--- config.mk ---
export PLATFORM = sky130hd
export DESIGN_NAME = uart_tx_feeder
export DESIGN_NICKNAME = d
export VERILOG_FILES = /design/src/rtl/uart_tx_feeder.sv
export SDC_FILE = /design/constraint.sdc
export NUM_CORES = 1
export LEC_CHECK = 0
export BUFFER_PORTS_ARGS = -buffer_cell sky130_fd_sc_hd__buf_2
export CORE_MARGIN = 2
export CORE_UTILIZATION = 40
export DETAILED_ROUTE_END_ITERATION = 10
export PLACE_DENSITY = 0.62
export RECOVER_POWER = 50
export SLEW_MARGIN = 0
export SYNTH_ARGS = -nofsm -noshare
export SYNTH_HDL_FRONTEND = slang
export SYNTH_SLANG_ARGS = --single-unit
--- constraint.sdc ---
create_clock -name clk -period 3.6 [get_ports clk]
set_input_delay 0.36 -clock clk [delete_from_list [all_inputs] [get_ports clk]]
set_output_delay 0.36 -clock clk [all_outputs]
set_load 0.01 [all_outputs]
--- src/rtl/uart_tx_feeder.sv ---
// Transmit front end for UART_Protocol: byte FIFO plus a launch FSM that presents
// each head byte, confirms acceptance through busy, and retries or drops it.
module uart_tx_feeder #(
  parameter int DEPTH      = 16,
  parameter int ADDR_W     = 4,
  parameter int SEND_HOLD  = 44,
  parameter int GAP_CYCLES = 40,
  parameter int MAX_RETRY  = 3
) (
  input  logic              clk,
  input  logic              reset,
  input  logic              wr_en,
  input  logic [7:0]        wr_data,
  output logic              full,
  output logic              empty,
  output logic [ADDR_W:0]   level,
  output logic              overflow,
  output logic              uart_send,
  output logic [7:0]        uart_data,
  input  logic              uart_busy,
  output logic              tx_drop
);

  localparam int CNT_MAX = (SEND_HOLD > GAP_CYCLES) ? SEND_HOLD : GAP_CYCLES;
  localparam int CNT_W   = $clog2(CNT_MAX + 1);
  localparam int RTY_W   = $clog2(MAX_RETRY + 1);

  typedef enum logic [1:0] {IDLE, SEND, WAIT_DONE, GAP} state_t;

  state_t              state, state_d;
  logic [7:0]          mem [DEPTH];
  logic [ADDR_W-1:0]   wr_ptr, rd_ptr;
  logic                push, pop;
  logic [CNT_W-1:0]    cnt, cnt_d;
  logic [RTY_W-1:0]    retry, retry_d;
  logic                send_d, drop_d;
  logic [7:0]          data_d;

  assign full  = (level == (ADDR_W+1)'(DEPTH));
  assign empty = (level == '0);
  assign push  = wr_en && !full;

  always_ff @(posedge clk) begin
    if (push) mem[wr_ptr] <= wr_data;
  end

  always_ff @(posedge clk or negedge reset) begin
    if (!reset) begin
      wr_ptr   <= '0;
      rd_ptr   <= '0;
      level    <= '0;
      overflow <= 1'b0;
    end else begin
      // full is the pre-edge value, so a write colliding with a pop while full is rejected
      overflow <= wr_en && full;
      if (push) wr_ptr <= wr_ptr + ADDR_W'(1);
      if (pop)  rd_ptr <= rd_ptr + ADDR_W'(1);
      case ({push, pop})
        2'b10:   level <= level + (ADDR_W+1)'(1);
        2'b01:   level <= level - (ADDR_W+1)'(1);
        default: level <= level;
      endcase
    end
  end

  always_comb begin
    state_d = state;
    cnt_d   = cnt;
    retry_d = retry;
    send_d  = uart_send;
    data_d  = uart_data;
    drop_d  = 1'b0;
    pop     = 1'b0;
    case (state)
      IDLE: begin
        if (!empty && !uart_busy) begin
          state_d = SEND;
          send_d  = 1'b1;
          data_d  = mem[rd_ptr];
          cnt_d   = '0;
        end
      end
      SEND: begin
        if (uart_busy) begin
          send_d  = 1'b0;
          pop     = 1'b1;
          retry_d = '0;
          state_d = WAIT_DONE;
        end else if (cnt == CNT_W'(SEND_HOLD - 1)) begin
          send_d  = 1'b0;
          cnt_d   = '0;
          state_d = GAP;
          // retry count survives the GAP/IDLE round trip; only pop or drop clears it
          if (retry == RTY_W'(MAX_RETRY - 1)) begin
            pop     = 1'b1;
            drop_d  = 1'b1;
            retry_d = '0;
          end else begin
            retry_d = retry + RTY_W'(1);
          end
        end else begin
          cnt_d = cnt + CNT_W'(1);
        end
      end
      WAIT_DONE: begin
        if (!uart_busy) begin
          state_d = GAP;
          cnt_d   = '0;
        end
      end
      GAP: begin
        if (cnt == CNT_W'(GAP_CYCLES - 1)) state_d = IDLE;
        else                                cnt_d   = cnt + CNT_W'(1);
      end
      default: state_d = IDLE;
    endcase
  end

  always_ff @(posedge clk or negedge reset) begin
    if (!reset) begin
      state     <= IDLE;
      cnt       <= '0;
      retry     <= '0;
      uart_send <= 1'b0;
      uart_data <= '0;
      tx_drop   <= 1'b0;
    end else begin
      state     <= state_d;
      cnt       <= cnt_d;
      retry     <= retry_d;
      uart_send <= send_d;
      uart_data <= data_d;
      tx_drop   <= drop_d;
    end
  end

endmodule

==> run_results.csv <==
group,metric,value,unit
setup_path,crit_type,"flop to flop",
setup_path,critPathArrivalTime,3.26,ns
placement,place_hpwl,8370,um
timing,fin_crit_sh,80.7,%
setup_path,r2r_end,"level[4]$_DFFE_PN0P_",
logic_synthesis,ys_async_sr_fraction,21.0,%
finish,area_delta_synth_final,13.4,%
logic_synthesis,yosys.area_share.simple,5.44,%
power_and_ir_drop,vdd_ir_drop_max,418,uV
detailed_routing,num_vias,3517,
cts,clk_pin_slew,0.06,ns
detailed_routing,drtIter0Drc,179,
setup_path,crit_chain,"ha_1, nand4bb_1, nor4_1, o21a_1, ha_1, ha_1, a21o_1, a21oi_1, mux2i_1, xnor2_1",
setup_path,r2r_start,"cnt[0]$_DFFE_PN0P_",
outcome,status,"complete, but fails checks",
setup_path,crit_end,"level[4]$_DFFE_PN0P_",
timing,finalSetupTns,0,ns
setup_path,cp-startpoint,"cnt[0]$_DFFE_PN0P_",
detailed_routing,drtAntennaViolNets,0,
timing,relSlewSlack,-32.0,%
global_routing,grt_pass1_vias,3714,
setup_path,worstPathRequired,3.95,ns
finish,drive_above_1_share,21.6,%
logic_synthesis,synth_compound_area_share,5.88,%
floorplanning,coreArea,0.0166,sq mm
timing,whs,0.182,ns
setup_path,critPathMaxStageDelay,0.45,ns
placement,post-place-ws,0.728,ns
timing,min_period,2.91,ns
timing,slew_violations,35,
cts,cts_buffers,17,
detailed_routing,first_pass_iters,4,
global_routing,grt_max_degree,35,
cts,clockBufferDepth,2,
outcome,violations,"max-capacitance violations, max-slew violations",
floorplanning,die_h,135,um
finish,antenna_cells,0,
detailed_routing,drcViolationCount,0,
floorplanning,ioPinCount,30,
finish,nets,454,
logic_synthesis,synthTopCellsByCount,"edfxtp_1, dfrtp_1, mux4_2",
logic_synthesis,synth_edf_count,128,
floorplanning,die_area,0.0181,sq mm
logic_synthesis,synth_top_family_by_area,"multiplexers",
timing,skew,0.00615,ns
power_and_ir_drop,total_leakage_power,2.69,nW
logic_synthesis,synth_xor_area_share,1.28,%
logic_synthesis,synthAdderAreaFrac,2.86,%
floorplanning,die_x,135,um
logic_synthesis,synthCells,391,
global_routing,globalRouteOverflowTotal,0,
setup_path,cp.depth,10,
logic_synthesis,syn_area,0.00683,sq mm
floorplanning,row_count,47,
setup_path,slowest_stage,"nor4_1",
setup_path,cp-start-kind,"flop",
logic_synthesis,synth.most_common_cell,"edfxtp_1",
logic_synthesis,synth_mux_area_share,13.7,%
timing,grt_setup_unrepaired,"false",
cts,postCtsSetupBuffers,0,
logic_synthesis,synth-seq-cells,162,
logic_synthesis,syn_area_per_cell,17.5,sq um
logic_synthesis,synth.distinct_cells,50,
global_routing,track_usage,15.7,%
logic_synthesis,synth_area_leader_cell,"edfxtp_1",
setup_path,critPathBufInv,0,
timing,setup_ws,0.694,ns
setup_path,crit_top_cell,"ha_1",
timing,setup_viol,0,
cts,htree_levels,4,
min_path,hold_path.class,"input port to flop",
global_routing,antenna_found_initial,0,
cts,cts.sinks,162,
cts,insertion_delay,0.43,ns
cts,cts_resized,0,
timing,max_freq,344,MHz
setup_path,crit_fanout,6,
logic_synthesis,ys.flop_type,"edfxtp_1",
setup_path,crit_family,"adder cells",
setup_path,r2r.worst_path.cells,10,
cts,tritoncts,"yes",
logic_synthesis,synth.yosys.seq_area_share,68.8,%
power_and_ir_drop,powerDensity,783,mW/mm^2
detailed_routing,wire_per_inst,19.7,um
cts,holdBufCountCts,0,
placement,port_buffers,29,
detailed_routing,wl,13000,um
logic_synthesis,yosysTopAreaCellShare,56.3,%
timing,tightestPinTransition,1.98,ns
logic_synthesis,synthTopCellsByArea,"edfxtp_1, dfrtp_1, mux4_2",
floorplanning,initial_core_util,41.0,%
timing,final_hold_viol_count,0,
global_routing,grt_pass1_wl,20900,um
detailed_routing,vias_per_cell,5.33,
logic_synthesis,syn-num-nets,418,
setup_path,r2r_slack,0.69,ns
cts,cts-root-buf,"clkbuf_16",
job,maxCapViolCount,1,
logic_synthesis,yosysWarningCount,0,
finish,post-route-util,46.5,%
setup_path,end_kind,"flop",
placement,gp_congestion,0.811,
==> through the flow <==
step	std cells	power, W	instance area [sq um]
after floorplan	391	0.00392	6830
after global placement	628	0.00438	7210
after detailed placement	628	0.00443	7210
after CTS	660	0.00616	7770
after global routing	660	0.00640	7740
final	660	0.00606	7740
==> area by class of cell <==
| type | instances | area [sq um] |
|---|---|---|
| fill | 1406 | 8900 |
| sequential | 162 | 4700 |
| multi-input combinational | 199 | 1980 |
| clock buffer | 18 | 429 |
| tap | 220 | 275 |
| timing repair buffer | 35 | 181 |
| clock inverter | 14 | 128 |
| inverter | 12 | 45.0 |
==> worst register-to-register path: cells and delay by family, from the launching register on <==
kind | cells | cell delay (ns)
AOI/OAI and AO/OA | 3 | 0.61
xor gates and xnor gates | 1 | 0.13
adders and majority gates | 3 | 0.86
DFF | 1 | 0.39
muxes | 1 | 0.23
and+or+nand+nor | 2 | 0.62
==> cells by family (layout without fill, tap and decap cells) <==
kind of cell,count (synthesis),in the layout
flops,162,162
simple gates,74,74
mux,53,53
compound gates,47,47
buf+inv,30,79
fa+ha+maj,15,15
xor+xnor,10,10
==> flip-flops by register name, summed over array words and instances (netlist names) <==
name       flops
retry          2
level          5
wr_ptr         4
rd_ptr         4
uart_data      8
overflow       1
state          2
uart_send      1
tx_drop        1
mem          128
cnt            6
==> placed cells by master, fill, tap and decap left out, types with 3 or more instances in the layout <==
cell,netlist,routed
a21oi_1,5,5
buf_2,4,12
buf_4,2,5
clkbuf_1,8,18
clkbuf_16,0,17
clkinv_4,0,3
dfrtp_1,34,33
edfxtp_1,128,128
ha_1,14,14
inv_1,10,10
inv_6,0,4
mux2i_1,18,18
mux4_2,32,32
nand2_1,19,19
nand2b_1,7,7
nand3_1,6,6
nand4_1,3,3
nor2_1,19,19
nor2b_1,3,3
nor3_1,5,5
nor4_1,4,5
o21ai_0,8,8
o221ai_2,8,8
o22ai_1,5,5
o31ai_1,4,4
xnor2_1,8,8
==> routing by layer <==
layer	part of all wire, %	global-route usage, %	vias up	wire length [um]
met3	4.3	3.72	15	563
li1	-	-	1622	-
met2	49	25.2	84	6410
met1	45	20.9	1796	5870
met4	1.4	5.96	0	176
met5	0	0	-	0
==> report_power, final <==
part / switching [W] / leakage, nW / internal, W
Sequential: 0.000311 / 1.58 / 0.00233
Combinational: 0.000892 / 0.840 / 0.000805
Clock: 0.000760 / 0.272 / 0.000960
==> how the worst min path moves through the flow <==
stage                                   from                       end  slack [ns]  depth (start not counted)
finish                                 wr_en        overflow$_DFF_PN0_        0.18                          2
global route                           wr_en        overflow$_DFF_PN0_        0.17                          2
CTS                                    reset        overflow$_DFF_PN0_        0.05                          1
detailed placement  uart_data[3]$_DFFE_PN0P_  uart_data[3]$_DFFE_PN0P_        0.48                          2
global placement                       reset      level[0]$_DFFE_PN0P_        0.49                          1
floorplan                              reset        cnt[0]$_DFFE_PN0P_        0.06                          0
Note: power is estimated with default switching activity, not from simulation.
